## config.mk

```make
export PLATFORM = sky130hd
export DESIGN_NAME = pmem_arbiter
export DESIGN_NICKNAME = d
export VERILOG_FILES = /design/src/rtl/pmem_arbiter.sv
export SDC_FILE = /design/constraint.sdc
export NUM_CORES = 1
export LEC_CHECK = 0
export CAP_MARGIN = 30
export CORE_AREA = 2 2 326 328
export CTS_CLUSTER_SIZE = 28
export DETAILED_ROUTE_END_ITERATION = 7
export DIE_AREA = 0 0 328 330
export RECOVER_POWER = 50
export SYNTH_ARGS = -nofsm -noshare
export SYNTH_HDL_FRONTEND = slang
export SYNTH_SLANG_ARGS = --single-unit
```

## constraint.sdc

```tcl
create_clock -name clk -period 13.1 [get_ports clk]
set_input_delay 1.31 -clock clk [delete_from_list [all_inputs] [get_ports clk]]
set_output_delay 1.31 -clock clk [all_outputs]
set_load 0.02 [all_outputs]
```

## src/rtl/pmem_arbiter.sv

```systemverilog
// pmem_arbiter: merges two cache-line memory ports (A = instruction side,
// B = data side) onto one single-ported physical memory. One whole-line
// transaction is in flight at a time. Each granted request is latched, so
// upstream changes after the grant cannot reach the memory.
//
// state | meaning
// IDLE  | no transaction; sample requests, arbitrate, latch the winner
// BUSY  | drive the memory strobe from the latches until pmem_resp
// RESP  | one-cycle completion pulse to the winning port
module pmem_arbiter #(
    parameter int ADDR_W      = 16,
    parameter int LINE_W      = 128,
    parameter int ROUND_ROBIN = 1
) (
    input  logic              clk,
    input  logic              rst,
    input  logic              a_read,
    input  logic              a_write,
    input  logic [ADDR_W-1:0] a_address,
    input  logic [LINE_W-1:0] a_wdata,
    output logic [LINE_W-1:0] a_rdata,
    output logic              a_resp,
    input  logic              b_read,
    input  logic              b_write,
    input  logic [ADDR_W-1:0] b_address,
    input  logic [LINE_W-1:0] b_wdata,
    output logic [LINE_W-1:0] b_rdata,
    output logic              b_resp,
    output logic              pmem_read,
    output logic              pmem_write,
    output logic [ADDR_W-1:0] pmem_address,
    output logic [LINE_W-1:0] pmem_wdata,
    input  logic [LINE_W-1:0] pmem_rdata,
    input  logic              pmem_resp
);

    localparam logic [1:0] IDLE = 2'd0;
    localparam logic [1:0] BUSY = 2'd1;
    localparam logic [1:0] RESP = 2'd2;

    // Port encoding used by last_grant and owner: 0 = A, 1 = B.
    logic [1:0]        state;
    logic              last_grant;
    logic              owner;
    logic              op_write;
    logic [ADDR_W-1:0] lat_address;
    logic [LINE_W-1:0] lat_wdata;

    logic req_a;
    logic req_b;
    logic grant_b;

    assign req_a = a_read | a_write;
    assign req_b = b_read | b_write;

    // Arbitration: a lone requester wins; on conflict, alternate or favour B.
    always_comb begin
        grant_b = 1'b0;
        if (req_a && req_b) begin
            grant_b = (ROUND_ROBIN != 0) ? ~last_grant : 1'b1;
        end else begin
            grant_b = req_b;
        end
    end

    // Transaction FSM with request latches and per-port read-line capture.
    always_ff @(posedge clk or posedge rst) begin
        if (rst) begin
            state       <= IDLE;
            last_grant  <= 1'b0;
            owner       <= 1'b0;
            op_write    <= 1'b0;
            lat_address <= '0;
            lat_wdata   <= '0;
            a_rdata     <= '0;
            b_rdata     <= '0;
        end else begin
            case (state)
                IDLE: begin
                    if (req_a || req_b) begin
                        owner      <= grant_b;
                        last_grant <= grant_b;
                        // A simultaneous read+write is treated as a write.
                        if (grant_b) begin
                            op_write    <= b_write;
                            lat_address <= b_address;
                            lat_wdata   <= b_wdata;
                        end else begin
                            op_write    <= a_write;
                            lat_address <= a_address;
                            lat_wdata   <= a_wdata;
                        end
                        state <= BUSY;
                    end
                end
                BUSY: begin
                    if (pmem_resp) begin
                        if (!op_write) begin
                            if (owner) begin
                                b_rdata <= pmem_rdata;
                            end else begin
                                a_rdata <= pmem_rdata;
                            end
                        end
                        state <= RESP;
                    end
                end
                RESP: begin
                    // Returning through IDLE gives the requester one edge to drop
                    // its request, so a completed request is never re-granted.
                    state <= IDLE;
                end
                default: begin
                    state <= IDLE;
                end
            endcase
        end
    end

    // Strobes and responses decode straight from state, so reset drops them at once.
    always_comb begin
        pmem_read    = (state == BUSY) && !op_write;
        pmem_write   = (state == BUSY) && op_write;
        pmem_address = lat_address;
        pmem_wdata   = lat_wdata;
        a_resp       = (state == RESP) && !owner;
        b_resp       = (state == RESP) && owner;
    end

endmodule

```

==> results.ini <==
[run_status]
status=finished with violations
violations=max-capacitance violations, max-slew violations

[floorplanning]
ios=827
fp.dieH_um=330
dieArea_um2=108000
core-area_um2=105000
die_x_um=328
start_util_pct=18.0
row_count=119

[pwr]
p_switching_mw=2.94
leakage_nw=12.8
pwr-share-clk_pct=18.2
p_per_area_nw_per_um2=248
total_power_mw=7.37
comb_power_share_pct=51.3
p_int_mw=4.43
sequentialPowerShare_pct=30.5
irDropWorstVdd_v=0.000176
netSwitchingFraction_pct=39.9

[worst_setup_path]
startpoint_type=primary input
worstPathArrival_ns=7.21
rr_worst_depth=5
r2r-start=state[1]
critPathCaptureType=asynchronous set/reset pin
path_max_fanout=100
r2r_end=b_rdata[57]
crit_type=in2async
critPathRequiredTime_ns=12.96
r2r_slack_ns=8.59

[routing]
ant_nets=0
drtPass1Iterations=5
routed_via_density=4.31
wl_per_cell_um=22.3
wl_met3_um=9500
wl_met1_um=33100
vias=16200
drt-total-wl_um=83600
drc=0
wl_met2_um=38000
drtIter0Drc=853
route.top_layer_used=met5

[flow_run]
maxCapViolations=6

[layout]
fin_area_um2=29700
layout.nets=2732
areaGrowthSynthToFinish_pct=57.7
drive_gt1_share_pct=14.4
final_util_pct=28.4

[sta]
period_needed_ns=7.35
finalSetupViolCount=0
relSlewSlack_pct=-203
report.final.slew_viol_count=331
worstMarginPinSlew_ns=4.52
hold_viol_final=0
finClkSkew_ns=0.0202
rsz0062_at_grt=false
post-route-period-util_pct=56.1
max_freq_ghz=0.136
setup_tns_ns=0

[worst_hold_path]
holdCritPathClass=reg2reg
worstHoldEndpoint=b_rdata[7]
hold_depth=1
min-delay-start=b_rdata[7]

[grt]
grt_pass1_wl_um=117000
grt_max_degree=191
gr-usage-all-layers_pct=14.6
gr-total-overflow=0
antenna_found_initial=34
grt_pass1_vias=16300

[yosys]
syn-num-nets=2000
ys_types=26
synth.largest_area_cell=dfrtp_1
yosys-top-cells-area=dfrtp_1 (54%), mux2_4 (9.6%), mux2_2 (8.1%)
synth_warnings=0
synth.top_cell.area_share_pct=53.7
syn_inst=1577
ys_seq_area_share_pct=53.7
synth_seq_cells=404
syn_avg_cell_area_um2=11.9
synth_area_um2=18800

[clocking]
clk_pin_slew_ns=0.06
cts_setup_buffers=0
postCtsResizedCells=0
numCtsBuffers=49
cts.path.max_buffers=3
hold_buffers=0
cts-root-buf=clkbuf_16
clkLatencyLatePin_ns=0.61
h-tree-depth=2
cts.sinks=404
tritoncts=built

[placement]
place.gp.congestion=0.819
place_area_um2=28200
hpwlAfterDp_um=60600
portBuffers=826

-- metrics by stage --
step | setup WS [ns] | std cells | hold WS, ns
2_1_floorplan | 0.552 | 1577 | 0.552
5_1_grt | 4.45 | 3745 | 0.504
3_3_place_gp | 7.80 | 3647 | 0.489
3_5_place_dp | 7.78 | 3647 | 0.491
6_report | 5.75 | 3752 | 0.484
4_1_cts | 8.45 | 3736 | 0.506
-- worst max path at each step --
stage	end	cells after the start	startpoint
after detailed placement	pmem_wdata[5]	7	b_write
after CTS	pmem_wdata[7]	7	b_write
after floorplan	a_rdata[0]	1	rst
after global placement	pmem_wdata[7]	7	b_write
final	pmem_wdata[68]	4	rst
after global routing	pmem_wdata[68]	4	rst
-- power by group through the flow --
stage | clock network (mW) | registers (mW) | logic (mW)
3_5_place_dp | 0 | 2.27 | 4.00
2_1_floorplan | 0 | 2.99 | 1.35
4_1_cts | 1.39 | 2.27 | 4.02
5_1_grt | 1.44 | 2.33 | 4.02
6_report | 1.34 | 2.25 | 3.78
3_3_place_gp | 0 | 2.27 | 3.98
-- cells in the mapped netlist --
cell / count
mux2_4: 120
nand2b_4: 1
buf_2: 36
or4b_4: 1
o31ai_1: 1
inv_1: 3
o21a_1: 1
nand2_1: 2
dfrtp_1: 404
or4_1: 1
buf_6: 25
nor4_1: 1
and3b_1: 1
or2_2: 1
nand2b_1: 1
a21oi_1: 279
nor2_1: 6
o211a_1: 144
buf_1: 2
o21ai_0: 289
mux2_2: 136
nor3b_1: 1
clkbuf_1: 108
a21o_1: 2
a21oi_2: 10
nor3_1: 1
-- worst max-delay path, stage by stage --
cell and delay [ns]:
dlygate4sd3_1 0.55, clkinvlp_2 2.51, clkbuf_1 0.18, clkbuf_1 2.58
-- state kept, by name, summed over array words and instances (netlist names) --
register and count:
state 2, op_write 1, a_rdata 128, owner 1
pmem_address 16, pmem_wdata 128, b_rdata 128
-- cell type report --
| cell class | count | area (µm²) |
|---|---|---|
| Clock buffer | 76 | 1430 |
| Sequential cell | 404 | 10100 |
| Fill cell | 11000 | 75000 |
| Tap cell | 1391 | 1740 |
| Multi-Input combinational cell | 999 | 7750 |
| Antenna cell | 14 | 35.0 |
| Clock inverter | 13 | 143 |
| Timing Repair Buffer | 852 | 8480 |
| Inverter | 3 | 12.5 |
-- metal layers --
| layer | vias to the layer above | global-route usage [%] |
|---|---|---|
| met5 | - | 0 |
| met1 | 8031 | 17.5 |
| li1 | 7273 | - |
| met4 | 24 | 5.33 |
| met3 | 142 | 7.15 |
| met2 | 704 | 22.5 |
-- cell families after synthesis --
logic type             after synthesis  share of synthesized area, %
multiplexers                       256                          17.7
flip-flops                         404                          53.7
AND/OR/NAND/NOR                     17                         0.558
AO/OA/AOI/OAI                      726                          23.4
buffers and inverters              174                          4.70
-- layout by cell type, fill, tap and decap left out, types with 14 or more instances in the layout --
master,netlist,layout
clkbuf_16,0,50
o21ai_0,289,289
clkdlybuf4s50_1,0,546
mux2_2,136,136
o211a_1,144,144
dlygate4sd3_1,0,278
dfrtp_1,404,404
mux2_4,120,91
buf_4,0,20
diode_2,0,14
mux2_1,0,29
a21oi_1,279,279
clkbuf_1,108,23
(Power assumes the default switching activity.)
